===== config.mk =====
export PLATFORM = sky130hd
export DESIGN_NAME = store_buffer_flat
export DESIGN_NICKNAME = d
export VERILOG_FILES = /design/src/rtl/store_buffer_pkg.sv /design/src/rtl/store_buffer_if.sv /design/src/rtl/store_buffer_entry.sv /design/src/rtl/store_buffer.sv /design/src/flat_wrapper.sv
export SDC_FILE = /design/constraint.sdc
export NUM_CORES = 2
export LEC_CHECK = 0
export BUFFER_PORTS_ARGS = -buffer_cell sky130_fd_sc_hd__buf_2
export CAP_MARGIN = 10
export CORE_MARGIN = 5
export CORE_UTILIZATION = 40
export DETAILED_ROUTE_END_ITERATION = 8
export GPL_TIMING_DRIVEN = 0
export PLACE_DENSITY = 0.66
export SLEW_MARGIN = 20
export SYNTH_ARGS = -nofsm -noshare
export SYNTH_HDL_FRONTEND = slang
export SYNTH_SLANG_ARGS = --single-unit

===== constraint.sdc =====
create_clock -name clk -period 5.9 [get_ports clk]
set_input_delay 0.885 -clock clk [delete_from_list [all_inputs] [get_ports clk]]
set_output_delay 0.885 -clock clk [all_outputs]
set_load 0.02 [all_outputs]

===== src/rtl/store_buffer_pkg.sv =====
// Shared types and constants for the store buffer.
// Provides the per-entry state enum, the entry record, and the width and
// depth constants used by the interface, the entry cell and the top level.
package lsq_pkg;

  localparam int NW       = 5;   // store-number width, wraps mod 32
  localparam int SB_DEPTH = 16;  // default entry count
  localparam int AW       = 32;
  localparam int DW       = 32;
  localparam int MW       = DW / 8;

  typedef enum logic [1:0] {
    SB_FREE      = 2'd0,
    SB_ALLOC     = 2'd1,
    SB_READY     = 2'd2,
    SB_COMMITTED = 2'd3
  } sb_state_t;

  typedef struct packed {
    sb_state_t       state;
    logic [AW-1:0]   addr;
    logic [DW-1:0]   data;
    logic [MW-1:0]   mask;
  } sb_entry_t;

endpackage


===== src/rtl/store_buffer_if.sv =====
// Bundle of the store buffer's dispatch, write-back, retire, flush and
// data-memory drain signals.
//   master : pipeline/memory side (drives alloc, wb, commit, flush, mem_ack)
//   slave  : the store buffer itself
interface store_buffer_if;
  import lsq_pkg::*;

  logic          alloc_1;
  logic          alloc_2;
  logic [NW-1:0] st_num_1;
  logic [NW-1:0] st_num_2;
  logic          full_1;
  logic          full_2;
  logic          wb_valid;
  logic [NW-1:0] wb_num;
  logic [AW-1:0] wb_addr;
  logic [DW-1:0] wb_data;
  logic [MW-1:0] wb_mask;
  logic [1:0]    commit_cnt;
  logic          flush;
  logic [NW-1:0] restart_num;
  logic          mem_req;
  logic [AW-1:0] mem_addr;
  logic [DW-1:0] mem_data;
  logic [MW-1:0] mem_mask;
  logic          mem_ack;

  modport master (
    output alloc_1, alloc_2, st_num_1, st_num_2,
    output wb_valid, wb_num, wb_addr, wb_data, wb_mask,
    output commit_cnt, flush, mem_ack,
    input  full_1, full_2, restart_num,
    input  mem_req, mem_addr, mem_data, mem_mask
  );

  modport slave (
    input  alloc_1, alloc_2, st_num_1, st_num_2,
    input  wb_valid, wb_num, wb_addr, wb_data, wb_mask,
    input  commit_cnt, flush, mem_ack,
    output full_1, full_2, restart_num,
    output mem_req, mem_addr, mem_data, mem_mask
  );

endinterface


===== src/rtl/store_buffer_entry.sv =====
// One store-buffer entry: lifecycle state plus captured address/data/mask.
// Ports: clk, reset_n, strobes alloc/wb/commit/free/kill, write-back
// payload, and the registered entry record.
// The top level guarantees alloc/commit/free/kill never target the same
// entry in one cycle; the priority below is only a safe tie-break.
module sb_entry
  import lsq_pkg::*;
(
  input  logic          clk,
  input  logic          reset_n,
  input  logic          alloc,
  input  logic          wb,
  input  logic          commit,
  input  logic          free,
  input  logic          kill,
  input  logic [AW-1:0] wb_addr,
  input  logic [DW-1:0] wb_data,
  input  logic [MW-1:0] wb_mask,
  output sb_entry_t     entry
);

  always_ff @(posedge clk or negedge reset_n) begin
    if (!reset_n) begin
      entry <= '0;
    end else if (kill || free) begin
      entry.state <= SB_FREE;
    end else if (alloc) begin
      entry.state <= SB_ALLOC;
    end else if (commit) begin
      entry.state <= SB_COMMITTED;
    end else if (wb && entry.state == SB_ALLOC) begin
      // late or duplicate write-backs to READY/COMMITTED entries are dropped
      entry.state <= SB_READY;
      entry.addr  <= wb_addr;
      entry.data  <= wb_data;
      entry.mask  <= wb_mask;
    end
  end

endmodule


===== src/rtl/store_buffer.sv =====
// Store buffer: holds stores in program order between dispatch and the
// data-memory write. Allocation (up to two per cycle), out-of-order
// address/data capture, in-order commit, one-at-a-time drain, and flush of
// uncommitted stores with a restart number for the numbering stage.
// Ports: clk, reset_n (async, active low), sb (store_buffer_if.slave).
// Pointers head <= cmt <= tail are 5-bit and wrap mod 32; the low bits of a
// store number select its entry.
module store_buffer
  import lsq_pkg::*;
#(
  parameter int DEPTH = SB_DEPTH
) (
  input  logic           clk,
  input  logic           reset_n,
  store_buffer_if.slave  sb
);

  localparam int IW = $clog2(DEPTH);

  logic [NW-1:0] head, cmt, tail;
  logic [NW-1:0] cmt_nxt, occ, live, n_alloc;
  logic          full_1, full_2;
  logic          acc_one, acc_both, drain_fire;
  logic [NW-1:0] num_one;
  logic [IW-1:0] head_idx, cmt_idx;

  sb_entry_t     ent [DEPTH];

  assign occ    = tail - head;
  assign full_1 = occ >= NW'(DEPTH);
  assign full_2 = occ >= NW'(DEPTH - 1);

  // A dual allocation is taken whole or not at all, so the second number is
  // always tail+1 relative to an accepted first.
  assign acc_both = sb.alloc_1 & sb.alloc_2 & ~full_2 & ~sb.flush;
  assign acc_one  = (sb.alloc_1 ^ sb.alloc_2) & ~full_1 & ~sb.flush;
  assign num_one  = sb.alloc_1 ? sb.st_num_1 : sb.st_num_2;
  assign n_alloc  = acc_both ? NW'(2) : (acc_one ? NW'(1) : NW'(0));

  assign cmt_nxt  = cmt + NW'(sb.commit_cnt);
  // entries from the post-commit cmt up to tail are the ones a flush kills
  assign live     = tail - cmt_nxt;

  assign head_idx   = head[IW-1:0];
  assign cmt_idx    = cmt[IW-1:0];
  assign drain_fire = sb.mem_req & sb.mem_ack;

  for (genvar i = 0; i < DEPTH; i++) begin : g_ent
    localparam logic [IW-1:0] IDX = IW'(i);
    logic [IW-1:0] off;
    logic          alloc_s, wb_s, commit_s, free_s, kill_s;

    assign off      = IDX - cmt_nxt[IW-1:0];
    assign alloc_s  = (acc_one  && num_one[IW-1:0] == IDX) ||
                      (acc_both && (sb.st_num_1[IW-1:0] == IDX ||
                                    sb.st_num_2[IW-1:0] == IDX));
    assign wb_s     = sb.wb_valid && !sb.flush && sb.wb_num[IW-1:0] == IDX;
    assign commit_s = (sb.commit_cnt != 2'd0 && cmt_idx == IDX) ||
                      (sb.commit_cnt >= 2'd2 && IW'(cmt_idx + IW'(1)) == IDX);
    assign free_s   = drain_fire && head_idx == IDX;
    assign kill_s   = sb.flush && (NW'(off) < live);

    sb_entry u_entry (
      .clk     (clk),
      .reset_n (reset_n),
      .alloc   (alloc_s),
      .wb      (wb_s),
      .commit  (commit_s),
      .free    (free_s),
      .kill    (kill_s),
      .wb_addr (sb.wb_addr),
      .wb_data (sb.wb_data),
      .wb_mask (sb.wb_mask),
      .entry   (ent[i])
    );
  end

  always_ff @(posedge clk or negedge reset_n) begin
    if (!reset_n) begin
      head <= '0;
      cmt  <= '0;
      tail <= '0;
    end else begin
      head <= head + NW'(drain_fire);
      cmt  <= cmt_nxt;
      tail <= sb.flush ? cmt_nxt : tail + n_alloc;
    end
  end

  // All outputs derive from registered pointers and entry state only.
  assign sb.full_1      = full_1;
  assign sb.full_2      = full_2;
  assign sb.restart_num = tail;
  assign sb.mem_req     = head != cmt;
  assign sb.mem_addr    = ent[head_idx].addr;
  assign sb.mem_data    = ent[head_idx].data;
  assign sb.mem_mask    = ent[head_idx].mask;

endmodule


===== src/flat_wrapper.sv =====
// flat-port wrapper written by rule: the top's interface ports become plain ports
module store_buffer_flat import lsq_pkg::*;
#(
  parameter int DEPTH = SB_DEPTH
)
  (clk, reset_n, sb_alloc_1, sb_alloc_2, sb_st_num_1, sb_st_num_2, sb_wb_valid, sb_wb_num, sb_wb_addr, sb_wb_data, sb_wb_mask, sb_commit_cnt, sb_flush, sb_mem_ack, sb_full_1, sb_full_2, sb_restart_num, sb_mem_req, sb_mem_addr, sb_mem_data, sb_mem_mask);
  store_buffer_if sb_i ();
  input  logic clk;
  input  logic reset_n;
  input wire logic [$bits(sb_i.alloc_1)-1:0] sb_alloc_1;
  input wire logic [$bits(sb_i.alloc_2)-1:0] sb_alloc_2;
  input wire logic [$bits(sb_i.st_num_1)-1:0] sb_st_num_1;
  input wire logic [$bits(sb_i.st_num_2)-1:0] sb_st_num_2;
  input wire logic [$bits(sb_i.wb_valid)-1:0] sb_wb_valid;
  input wire logic [$bits(sb_i.wb_num)-1:0] sb_wb_num;
  input wire logic [$bits(sb_i.wb_addr)-1:0] sb_wb_addr;
  input wire logic [$bits(sb_i.wb_data)-1:0] sb_wb_data;
  input wire logic [$bits(sb_i.wb_mask)-1:0] sb_wb_mask;
  input wire logic [$bits(sb_i.commit_cnt)-1:0] sb_commit_cnt;
  input wire logic [$bits(sb_i.flush)-1:0] sb_flush;
  input wire logic [$bits(sb_i.mem_ack)-1:0] sb_mem_ack;
  output wire logic [$bits(sb_i.full_1)-1:0] sb_full_1;
  output wire logic [$bits(sb_i.full_2)-1:0] sb_full_2;
  output wire logic [$bits(sb_i.restart_num)-1:0] sb_restart_num;
  output wire logic [$bits(sb_i.mem_req)-1:0] sb_mem_req;
  output wire logic [$bits(sb_i.mem_addr)-1:0] sb_mem_addr;
  output wire logic [$bits(sb_i.mem_data)-1:0] sb_mem_data;
  output wire logic [$bits(sb_i.mem_mask)-1:0] sb_mem_mask;
  assign sb_i.alloc_1 = sb_alloc_1;
  assign sb_i.alloc_2 = sb_alloc_2;
  assign sb_i.st_num_1 = sb_st_num_1;
  assign sb_i.st_num_2 = sb_st_num_2;
  assign sb_i.wb_valid = sb_wb_valid;
  assign sb_i.wb_num = sb_wb_num;
  assign sb_i.wb_addr = sb_wb_addr;
  assign sb_i.wb_data = sb_wb_data;
  assign sb_i.wb_mask = sb_wb_mask;
  assign sb_i.commit_cnt = sb_commit_cnt;
  assign sb_i.flush = sb_flush;
  assign sb_i.mem_ack = sb_mem_ack;
  assign sb_full_1 = sb_i.full_1;
  assign sb_full_2 = sb_i.full_2;
  assign sb_restart_num = sb_i.restart_num;
  assign sb_mem_req = sb_i.mem_req;
  assign sb_mem_addr = sb_i.mem_addr;
  assign sb_mem_data = sb_i.mem_data;
  assign sb_mem_mask = sb_i.mem_mask;
  store_buffer #(.DEPTH(DEPTH)) u_core (.clk(clk), .reset_n(reset_n), .sb(sb_i));
endmodule

==> reports/metrics.csv <==
metric;value;unit
tightest_slew;1.239;ns
slowest_stage;buf_1;
synth_top_family_by_area;multiplexers;
ir_drop;358.7;uV
clock_skew;0.02511;ns
final_util;45.83;%
postCtsSetupRepairBufs;0;
clk_latency;0.73;ns
fin_nets;3811;
slew_viol_final;0;
synth_area_per_cell;15.83;um2
reg2reg_to;u_core.g_ent[7].u_entry.entry[53]$_DFFE_PN0P_;
die_x;375.2;um
antenna_found_initial;30;
first_pass_iters;5;
placementRows;134;
r2r-start;u_core.head[3]$_DFF_PN0_;
fin_ws;0.2606;ns
endpoint_kind;output port;
ys_seq_area_share;53.23;%
core;0.1330;mm2
synth-xor-area-share;0.5088;%
r2r_setup_slack;0.29;ns
area_delta_synth_final;14.21;%
yosysWarningCount;0;
status;finished, final reports clean;
reg2regPathDepth;13;
cp-start-kind;flip-flop;
setup_violations;0;
path_buf_inv;5;
max_cap_violations;0;
io_buffers;161;
overflow;0;
grt_max_degree;136;
powerDensity;425.5;mW/mm2
regArea;0.02840;mm2
viasPerCell;5.622;
cp.arrival;4.75;ns
required;5.02;ns
clock_path_buffers;3;
ys_ff_latch;1135;
grt_pass1_wl;216800;um
synth_cell_types;73;
pre_cts_slack;-0.4510;ns
fill_cells;11548;
clk_pin_slew;0.06;ns
max_stage_delay;0.79;ns
root_buffer;clkbuf_16;
wire_per_inst;25.75;um
hold_path.class;primary input to flip-flop;
synthSimpleGateAreaFrac;2.415;%
crit_family;buffers and inverters;
cts_sinks;1135;
setup_tns;0;ns
gp_congestion;0.8777;
leakage;29.25;nW
grt_pass1_vias;32947;
dieArea;0.1408;mm2
dpl.hpwl;94380;um
multi_input_area;0.02359;mm2
vias;31165;
grt_setup_unrepaired;no;
cts_tree;done;
worstSetupPathDepth;7;
syn_area;0.05336;mm2
route.detailed.drc;0;
synth-main-ff-cell;dfrtp_1;
hold_viol;0;
drive_above_1_share;52.59;%
syn_inst;3370;
hp-start;sb_wb_data[4];
dieHeight;375.2;um
synth_compound_area_share;2.340;%
finalCriticalPeriod;5.639;ns
worstHoldPathCells;2;
postRouteAntennaNets;0;
io_pins;168;
period_share;95.58;%
synthMuxAreaShare;37.51;%
critPathLaunch;u_core.head[0]$_DFF_PN0_;
htree_num_levels;3;
slew-limit-headroom;17.43;%
cts_made_buffers;118;
path_cells;clkbuf_1 -> buf_2 -> buf_1 -> clkdlybuf4s15_2 -> mux4_2 -> mux4_2 -> buf_2;
first_iter_violations;2331;
syn-num-nets;3516;
grt_usage;20.29;%
fmax;0.1773;GHz
crit_type;flip-flop to output port;
placedCellCount;5313;
synthAdderAreaFrac;1.323;%
p_total;0.02593;W
synth_edf_count;0;
start_util;40.13;%
min_to;u_core.g_ent[9].u_entry.entry[8]$_DFFE_PN0P_;
ys_async_sr_fraction;100.0;%
stdcell_count;5543;
path_max_fanout;10;
routed_wl;142700;um
-- per-stage QoR --
step	hold WS (ns)	instance area [um2]
final	0.4796	60940
after global routing	0.4623	60910
after CTS	0.4237	60880
after detailed placement	0.4696	56780
after global placement	0.4634	56380
after floorplan	0.4532	53360
-- what timing repair did --
action                                  4_1_cts  5_1_grt
gates resized for setup                       6        2
hold buffers                                  1        0
endpoints found under the setup margin      233       40
hold endpoints to repair                     23        0
-- cell type report --
class | count | area share [%]
antenna | 12 | 0.04928
buffer | 282 | 2.183
clock buffer | 165 | 5.583
clock inverter | 53 | 1.101
inverter | 40 | 0.2464
multi-input combinational | 1912 | 38.71
sequential | 1135 | 46.61
tap | 1768 | 3.630
timing repair buffer | 176 | 1.895
-- power by group --
part	switching (W)	internal, W
sequential	0.000496	0.00871
clock	0.00320	0.00463
combinational	0.00512	0.00379
total	0.00881	0.0171
-- synthesized netlist by cell type (9+ instances only) --
library cell | number | area, um2
buf_2 | 101 | 505.5
nor3_1 | 14 | 70.07
xnor2_1 | 21 | 183.9
o22ai_1 | 10 | 62.56
mux2_4 | 20 | 300.3
nand2_1 | 39 | 146.4
buf_1 | 19 | 71.32
mux2_2 | 1066 | 12000
dfrtp_1 | 1135 | 28400
a21oi_1 | 44 | 220.2
o21ai_0 | 23 | 115.1
a31oi_1 | 9 | 56.30
ha_1 | 50 | 625.6
nand3b_1 | 14 | 105.1
inv_1 | 36 | 135.1
nor2b_1 | 11 | 68.82
nand2b_1 | 17 | 106.4
nand3_1 | 24 | 120.1
xor2_1 | 10 | 87.58
nor2_1 | 22 | 82.58
clkbuf_1 | 145 | 544.3
a21o_1 | 24 | 180.2
mux4_2 | 340 | 7657
o211ai_1 | 9 | 67.56
buf_4 | 13 | 97.59
and3_1 | 22 | 137.6
-- worst reg2reg max path, delay by kind of cell, from the launching register on --
kind	cells	cell delay, ns
multiplexers	1	0.40
buffers and inverters	6	2.63
AO/OA/AOI/OAI	5	1.75
flip-flops	1	0.36
adder cells (fa/ha/maj)	1	0.37
-- logic make-up (layout without fill, tap and decap cells) --
| kind of cell | Yosys count | in the layout |
|---|---|---|
| other | 0 | 12 |
| and+or+nand+nor | 218 | 218 |
| muxes | 1431 | 1431 |
| AOI/OAI and AO/OA | 178 | 178 |
| buffers and inverters | 323 | 716 |
| xor gates and xnor gates | 31 | 31 |
| adders and majority gates | 54 | 54 |
| DFF | 1135 | 1135 |
-- placed cells by master (no fill, tap or decap), drive strengths merged, types with 24 or more instances in the layout --
cell type and n:
a21oi 44, ha 50, nand2 39, a21o 24
clkinv 32, nand3 24, dfrtp 1135, inv 44
mux4 340, buf 305, clkbuf 314, mux2 1090
-- registers in the layout, indices dropped and copies added, names as in the netlist --
signal,cells
u_core.cmt,5
u_core.g_ent.u_entry.entry,1120
u_core.head,5
u_core.sb.restart_num,5
-- worst max path at each step --
| stage | end |
|---|---|
| final | sb_mem_data[1] |
| after global routing | sb_mem_data[1] |
| after CTS | sb_mem_mask[0] |
| after detailed placement | u_core.g_ent[14].u_entry.entry[51]$_DFFE_PN0P_ |
| after global placement | u_core.g_ent[1].u_entry.entry[64]$_DFFE_PN0P_ |
| after floorplan | u_core.g_ent[14].u_entry.entry[69]$_DFFE_PN0P_ |
-- layer usage --
layer  part of all wire (%)  track usage [%]
met1                     44            28.37
met2                     47            31.89
met3                    6.9            4.773
met4                    2.7            5.818
met5                  0.079                0
(Power assumes the default switching activity.)
